<file path="config.mk">
export PLATFORM = sky130hd
export DESIGN_NAME = parity_bist
export DESIGN_NICKNAME = d
export VERILOG_FILES = /design/src/rtl/parity_bist.sv
export SDC_FILE = /design/constraint.sdc
export NUM_CORES = 1
export LEC_CHECK = 0
export CAP_MARGIN = 5
export CORE_MARGIN = 2
export CORE_UTILIZATION = 38
export DETAILED_ROUTE_END_ITERATION = 7
export PLACE_DENSITY = 0.67
export SYNTH_ARGS = -nofsm -noshare
export SYNTH_HDL_FRONTEND = slang
export SYNTH_SLANG_ARGS = --single-unit
</file>
<file path="constraint.sdc">
create_clock -name clk -period 2.22 [get_ports clk]
set_input_delay 0.555 -clock clk [delete_from_list [all_inputs] [get_ports clk]]
set_output_delay 0.555 -clock clk [all_outputs]
set_load 0.05 [all_outputs]
</file>
<file path="src/rtl/parity_bist.sv">
// parity_bist: exhaustive self-test engine for a WIDTH-input XOR block.
// Sweeps every input pattern, holds each for HOLD_CYCLES clocks, samples
// the DUT response at the end of the hold and compares it with ^pattern
// (optionally inverted when EXPECT_XNOR is set).
//
// Ports:
//   clk              rising-edge clock
//   rst_n            asynchronous active-low reset
//   start            level; begins a sweep from IDLE or DONE
//   pattern          DUT stimulus (MSB -> A, LSB -> D)
//   dut_out          DUT response, synchronous to clk
//   busy             high while a sweep runs
//   done             high in DONE until the next start or reset
//   pass             valid while done; 1 iff no mismatches
//   err_count        mismatching patterns in the last/current sweep
//   first_fail       pattern value of the first mismatch
//   first_fail_valid at least one mismatch has been recorded
module parity_bist #(
    parameter int WIDTH       = 4,
    parameter int HOLD_CYCLES = 4,
    parameter bit EXPECT_XNOR = 1'b0
) (
    input  logic             clk,
    input  logic             rst_n,
    input  logic             start,
    output logic [WIDTH-1:0] pattern,
    input  logic             dut_out,
    output logic             busy,
    output logic             done,
    output logic             pass,
    output logic [WIDTH:0]   err_count,
    output logic [WIDTH-1:0] first_fail,
    output logic             first_fail_valid
);

    // Hold counter needs at least one bit even when HOLD_CYCLES is 1.
    localparam int HW = (HOLD_CYCLES > 1) ? $clog2(HOLD_CYCLES) : 1;
    localparam logic [HW-1:0] HOLD_LAST = HW'(HOLD_CYCLES - 1);
    localparam logic [WIDTH-1:0] PAT_LAST = '1;

    typedef enum logic [1:0] {
        S_IDLE,
        S_RUN,
        S_DONE
    } state_t;

    state_t           state;
    state_t           state_nx;
    logic [HW-1:0]    hold_cnt;
    logic [HW-1:0]    hold_nx;
    logic [WIDTH-1:0] pattern_nx;
    logic             busy_nx;
    logic             done_nx;
    logic             pass_nx;
    logic [WIDTH:0]   err_nx;
    logic [WIDTH-1:0] ff_nx;
    logic             ffv_nx;

    logic expected;
    logic mismatch;
    logic sample;

    assign expected = (^pattern) ^ EXPECT_XNOR;
    assign mismatch = (dut_out != expected);
    assign sample   = (hold_cnt == HOLD_LAST);

    always_ff @(posedge clk or negedge rst_n) begin
        if (!rst_n) begin
            state            <= S_IDLE;
            hold_cnt         <= '0;
            pattern          <= '0;
            busy             <= 1'b0;
            done             <= 1'b0;
            pass             <= 1'b0;
            err_count        <= '0;
            first_fail       <= '0;
            first_fail_valid <= 1'b0;
        end else begin
            state            <= state_nx;
            hold_cnt         <= hold_nx;
            pattern          <= pattern_nx;
            busy             <= busy_nx;
            done             <= done_nx;
            pass             <= pass_nx;
            err_count        <= err_nx;
            first_fail       <= ff_nx;
            first_fail_valid <= ffv_nx;
        end
    end

    always_comb begin
        state_nx   = state;
        hold_nx    = hold_cnt;
        pattern_nx = pattern;
        busy_nx    = busy;
        done_nx    = done;
        pass_nx    = pass;
        err_nx     = err_count;
        ff_nx      = first_fail;
        ffv_nx     = first_fail_valid;

        unique case (state)
            S_IDLE, S_DONE: begin
                if (start) begin
                    state_nx   = S_RUN;
                    hold_nx    = '0;
                    pattern_nx = '0;
                    busy_nx    = 1'b1;
                    done_nx    = 1'b0;
                    pass_nx    = 1'b0;
                    err_nx     = '0;
                    ff_nx      = '0;
                    ffv_nx     = 1'b0;
                end
            end
            S_RUN: begin
                // start is deliberately ignored: a sweep only ends by
                // completing or by reset.
                if (!sample) begin
                    hold_nx = hold_cnt + 1'b1;
                end else begin
                    hold_nx = '0;
                    if (mismatch) begin
                        err_nx = err_count + 1'b1;
                        if (!first_fail_valid) begin
                            ff_nx  = pattern;
                            ffv_nx = 1'b1;
                        end
                    end
                    if (pattern == PAT_LAST) begin
                        // Verdict includes this final sample.
                        pattern_nx = '0;
                        state_nx   = S_DONE;
                        busy_nx    = 1'b0;
                        done_nx    = 1'b1;
                        pass_nx    = (err_nx == '0);
                    end else begin
                        pattern_nx = pattern + 1'b1;
                    end
                end
            end
            default: begin
                state_nx = S_IDLE;
            end
        endcase
    end

endmodule

</file>
==> metrics.csv, run 1 <==
metric,value,unit
clk_pin_slew,0.12,ns
power_density,1630,nW/um^2
cp_max_fo,6,
fin_hold_ws,0.499,ns
met1_usage,0.184,
power_leakage,0.629,nW
clock.fmax,466,MHz
clock-sinks,21,
initial_core_util,0.395,
worstPathRequired,1.66,ns
power_frac_clock,0.082,
worstPathArrival,1.59,ns
synth_fp_nets,109,
die_w,57.1,um
clkLatencyLatePin,0.30,ns
areaGrowthSynthToFinish,26.4,%
grt_setup_unrepaired,no,
grt_busiest_layer,met2,
grt_use_met2,0.245,
yosysTopAreaCellShare,0.491,
skew,0.00490,ns
netSwitchingFraction,0.474,
hold_viol,0,
numCtsBuffers,3,
irDropWorstVdd,0.00126,V
synth_cell_type_count,32,
critPathSlowestCell,clkdlybuf4s50_1,
syn_area,1070,um^2
hold_class,reg2reg,
num_io_pins,21,
worst_pin_slew,0.511,ns
routed_wl,2210,um
finalCriticalPeriod,2.14,ns
synthTopCellsByArea,"dfrtp_1 (49%), o21ai_0 (5.6%), nand2_1 (4.9%)",
drt_iter0_drc,17,
cts_buffer_depth,2,
grt_pass1_vias,826,
place.port_buffers,20,
slowest_delay,0.84,ns
die-area,3260,um^2
dpl.hpwl,1640,um
fin_crit_sh,0.966,
synth_top_area_cell,dfrtp_1,
seqPwrFrac,0.300,
routedWlPerCell,14.1,um
antenna_found_initial,0,
grt_pass1_wl,3720,um
grt_usage,0.141,
setup_violations,0,
remaining_drc_errors,0,
avgSynthCellArea,10.6,um^2
die_height,57.1,um
drv.max_cap_violation_count,0,
comb_power_share,0.618,
syn_inst,101,
power,2.20,mW
intPower,1.16,mW
core-area,2710,um^2
grt_max_degree,22,
status,"complete, no violations",
finalNetCount,135,
ys_ff_latch,21,
hold_buffers,0,
ys_warn_count,0,
crit_chain,clkdlybuf4s50_1,
overflow,0,
crit_path_start_kind,register,
firstDrtPassIters,4,
cts_max_level,1,
path_buf_inv,1,
tritoncts,built,
slew_violations,0,
vias_per_cell,5.54,
vias,869,
fin_setup_tns,0,ns
synth.yosys.seq_area_share,0.491,
clock-root-buffer,clkbuf_4,
hold-path-cell-count,2,
drtAntennaViolNets,0,
slew_headroom,0.659,
place_congestion,0.854,
num_rows,19,
p_switching,1.04,mW
path_class,reg2out,
drive_above_1_share,0.127,
insertedDiodeCount,0,
grtUsageMet3,0.0295,
end_kind,output pin,
cp_top_family,buffers and inverters,
final_util,0.499,
reg2reg_depth,5,
cp.depth,1,
flip-flops by register name, indices dropped and copies added, names as in the netlist:
register,flops
err_count,5
pattern,4
busy,1
first_fail,4
pass,1
done,1
state,2
hold_cnt,2
first_fail_valid,1
power groups by stage:
stage	clock, mW	combinational [mW]	sequential (mW)
floorplan	0	0.632	1.01
global placement	0	1.33	0.664
detailed placement	0	1.36	0.668
CTS	0.191	1.37	0.663
global route	0.203	1.45	0.681
finish	0.180	1.36	0.661
synth_stat cells:
library cell and n:
buf_2 1, nor2_1 4, nor4_1 1, nand4_1 1
nor3_1 1, xnor2_1 1, dfrtp_1 21, o21ai_0 12
and2_1 1, nand2b_1 3, inv_1 1, xor2_1 1
and3_1 2, o31ai_1 1, mux2_2 3, nand3b_1 1
or4_1 1, ha_1 4, clkbuf_1 1, a21oi_1 5
xor3_4 1, a22oi_1 1, nand3_1 5, a21boi_0 1
xnor3_2 1, nand2_1 14, nor2b_1 1, nor4b_2 1
o21a_1 1, a22o_1 5, or3_1 1, a22o_2 3
placed cells by master (no fill, tap or decap), types with 2 or more instances in the layout:
| cell type | count |
|---|---|
| dfrtp_1 | 21 |
| ha_1 | 4 |
| clkdlybuf4s50_1 | 19 |
| clkbuf_4 | 3 |
| nand2_1 | 14 |
| nor2_1 | 4 |
| mux2_2 | 3 |
| nand3_1 | 5 |
| and3_1 | 2 |
| o21ai_0 | 12 |
| a22o_2 | 3 |
| a22o_1 | 5 |
| buf_4 | 3 |
| nand2b_1 | 3 |
| a21oi_1 | 5 |
cells by family (layout without fill, tap and decap cells):
group | Yosys count | count (layout) | synth area share
and+or+nand+nor | 37 | 37 | 0.178
AOI/OAI and AO/OA | 29 | 29 | 0.177
DFF | 21 | 21 | 0.491
adders and majority gates | 4 | 4 | 0.0468
xor gates and xnor gates | 4 | 4 | 0.0643
muxes | 3 | 3 | 0.0316
buffers and inverters | 3 | 28 | 0.0117
per-stage QoR:
stage	setup slack, ns	cell area (um^2)	cells
final	0.0755	1350	157
after global routing	0.00737	1350	157
after CTS	0.0411	1350	157
after detailed placement	0.158	1320	153
after global placement	0.182	1320	153
after floorplan	0.132	1070	101
area by class of cell:
type / instances / area (um^2)
fillers: 266 / 1360
multi-input cells: 77 / 532
flip-flops and latches: 21 / 526
repair buffers: 23 / 225
well taps: 31 / 38.8
clock buffers: 3 / 22.5
clock inverters: 1 / 5.00
inverters: 1 / 3.75
routing by layer:
metal	share of wire	vias to the layer above	routed length [um]
met5	0	-	0
met4	0	0	0
met3	0.043	0	94
met2	0.50	16	1110
met1	0.45	425	998
li1	-	428	-
path summary, 6_finish.rpt:
kind | from | to | slack, ns
max | pattern[3] | pattern[3] | 0.08
min | busy | busy | 0.50
max reg2reg | pattern[0] | first_fail[3] | 0.27
min reg2reg | busy | busy | 0.50
max in group asynchronous | rst_n | err_count[3] | 1.42
min in group asynchronous | rst_n | hold_cnt[1] | 0.59
repair_timing:
action,in CTS,in global routing
hold endpoints to repair,0,0
buffers inserted,0,0
gates resized for setup,0,1
endpoints found under the setup margin,0,1
(Power assumes the default switching activity.)
==> run 2: changes to the inputs <==
Settings changed: CORE_ASPECT_RATIO set to 0.9, CORE_UTILIZATION 38 to 50, PLACE_DENSITY 0.67 to 0.83.
==> run 2 against run 1 <==
Clock-buffer cell count is the same. Flip-flop and latch count is the same. Register-to-register slack lost 0.05 ns. Utilization grew 18 points. First-iteration DRC count shrank 5.9%. Critical endpoint is now pattern[2]. Sequential power is essentially flat. Combinational power is essentially flat. Hold slack gained 0.0050 ns. Setup slack lost 0.021 ns. Non-clock buffer count shrank 1. Routed wire length grew 4.7%. Highest routed layer is now met4. Via count grew 0.81%.
==> metrics.csv, run 2 (same netlist as run 1, synthesis figures left out) <==
metric,value,unit,change
status,"complete, no violations",,
worstPathRequired,1.66,ns,about the same
seqPwrFrac,0.300,,about the same
grt_usage,0.211,,+0.0696
hold_class,reg2reg,,
finalNetCount,134,,-0.74%
multi_input_area,532,um^2,unchanged
cts_max_level,1,,unchanged
cp_top_family,buffers and inverters,,
fill_cells,165,,-38%
worst_pin_slew,0.508,ns,-0.00259 ns
final_util,0.677,,+0.178
overflow,0,,unchanged
largest-register,err_count,,
wl_met3,110,um,+17%
skew,0.00881,ns,+0.00390 ns
irDropWorstVdd,0.000893,V,-29%
slowest_delay,0.84,ns,about the same
cp_max_fo,6,,unchanged
setup_violations,0,,unchanged
crit_chain,clkdlybuf4s50_1,,
largest_reg_flops,5,,unchanged
slew_headroom,0.660,,+0.00122
intPower,1.15,mW,-0.50%
path_class,reg2out,,
power_density,1650,nW/um^2,+1.8%
grt_setup_unrepaired,no,,
seq_area,526,um^2,unchanged
fin_crit_sh,0.976,,+0.00957
timing.rr.start,pattern[1],,
core-area,1970,um^2,-27%
largest_registers,"err_count (5), first_fail (4), pattern (4)",,
num_io_pins,21,,unchanged
clock-root-buffer,clkbuf_4,,
reg2reg_depth,4,,-1
comb_power_share,0.616,,-0.002
m1WireLength,1030,um,+2.8%
die-area,2530,um^2,-22%
dpl.hpwl,1730,um,+5.9%
netSwitchingFraction,0.479,,+0.00505
min-delay-start,busy,,
fin_setup_tns,0,ns,unchanged
final_cell_mix,"dfrtp_1 (21), clkdlybuf4s50_1 (20), nand2_1 (14), o21ai_0 (12)",,
clk_pin_slew,0.13,ns,about the same
dp_slack,0.161,ns,+0.00238 ns
routed_wl,2310,um,+4.7%
numCtsBuffers,3,,unchanged
met2_length,1130,um,+1.6%
cts_buffer_depth,2,,unchanged
routed.top_layer,met4,,
tritoncts,built,,
drtAntennaViolNets,0,,unchanged
slew_violations,0,,unchanged
holdPathEnd,busy,,
num_rows,15,,-4
hold_viol,0,,unchanged
fin_ws,0.0543,ns,-0.0212 ns
grt_max_degree,22,,unchanged
vias,876,,+0.81%
drv.max_cap_violation_count,0,,unchanged
remaining_drc_errors,0,,unchanged
firstDrtPassIters,4,,unchanged
end_kind,output pin,,
cp.depth,1,,unchanged
hold_buffers,0,,unchanged
die_w,52.8,um,-7.5%
place.port_buffers,20,,unchanged
insertedDiodeCount,0,,unchanged
reg2reg_to,first_fail[1],,
place_congestion,0.857,,+0.39%
clock.fmax,462,MHz,-0.98%
clock-sinks,21,,unchanged
crit_path_start_kind,register,,
vias_per_cell,5.84,,+5.5%
worstPathArrival,1.61,ns,+0.02 ns
reg2reg_slack,0.22,ns,-0.05 ns
finalCriticalPeriod,2.17,ns,+0.0212 ns
areaGrowthSynthToFinish,24.8,%,
initial_core_util,0.543,,+0.148
antenna_found_initial,0,,unchanged
critPathSlowestCell,clkdlybuf4s50_1,,
grt_pass1_wl,3750,um,+0.91%
hold-path-cell-count,2,,unchanged
final_common_cell,dfrtp_1,,
power_frac_clock,0.085,,+0.003
power_leakage,0.605,nW,-3.8%
die_height,47.9,um,-16%
cts_setup_buffers,0,,unchanged
routedWlPerCell,15.4,um,+9.6%
drive_above_1_share,0.120,,-0.00698
clkLatencyLatePin,0.30,ns,about the same
drt_iter0_drc,16,,-1
cts.repair.resized,0,,unchanged
p_switching,1.06,mW,+1.5%
path_buf_inv,1,,unchanged
grt_pass1_vias,826,,unchanged
-- run 2: changes by cell type in the layout (fill, tap and decap cells not counted) --
cell and change:
dlymetal6s2s_1 -1, buf_4 -1, clkdlybuf4s50_1 +1
-- run 2: per-stage QoR --
step	area (um^2)	power (mW)	std cells	hold slack, ns
after floorplan	1070	1.64	101	0.259
after global placement	1310	1.98	146	0.460
after detailed placement	1310	2.03	146	0.469
after CTS	1340	2.21	150	0.499
after global routing	1340	2.35	150	0.529
final	1340	2.21	150	0.504
-- run 2: final cells by class --
cell class,count,area share
multi-input combinational,77,0.398
sequential,21,0.394
timing repair buffer,22,0.161
tap,25,0.0234
clock buffer,3,0.0169
clock inverter,1,0.00375
inverter,1,0.00281
-- run 2: routing by layer --
metal  vias to the layer above  track usage
met2                        33        0.350
met3                         4       0.0281
met4                         0        0.103
met1                       417        0.279
met5                         -            0
li1                        422            -
-- run 2: worst min-delay path, stage by stage (launching register included) --
cell,delay [ns]
dfrtp_1,0.37
nand2_1,0.05
nand2_1,0.06
-- run 2: how the worst max path moves through the flow --
stage                            start      endpoint  slack (ns)
after global placement           start  err_count[0]        0.19
after floorplan             pattern[3]          pass        0.13
after detailed placement       dut_out          pass        0.16
after CTS                   pattern[2]    pattern[2]        0.05
final                       pattern[2]    pattern[2]        0.05
after global routing      err_count[2]  err_count[2]       0.004
-- run 2: power groups by stage --
stage | combinational (mW) | clock (mW) | sequential, mW
after detailed placement | 1.36 | 0 | 0.668
final | 1.36 | 0.187 | 0.662
after CTS | 1.36 | 0.189 | 0.661
after global placement | 1.32 | 0 | 0.661
after floorplan | 0.632 | 0 | 1.01
after global routing | 1.46 | 0.204 | 0.686
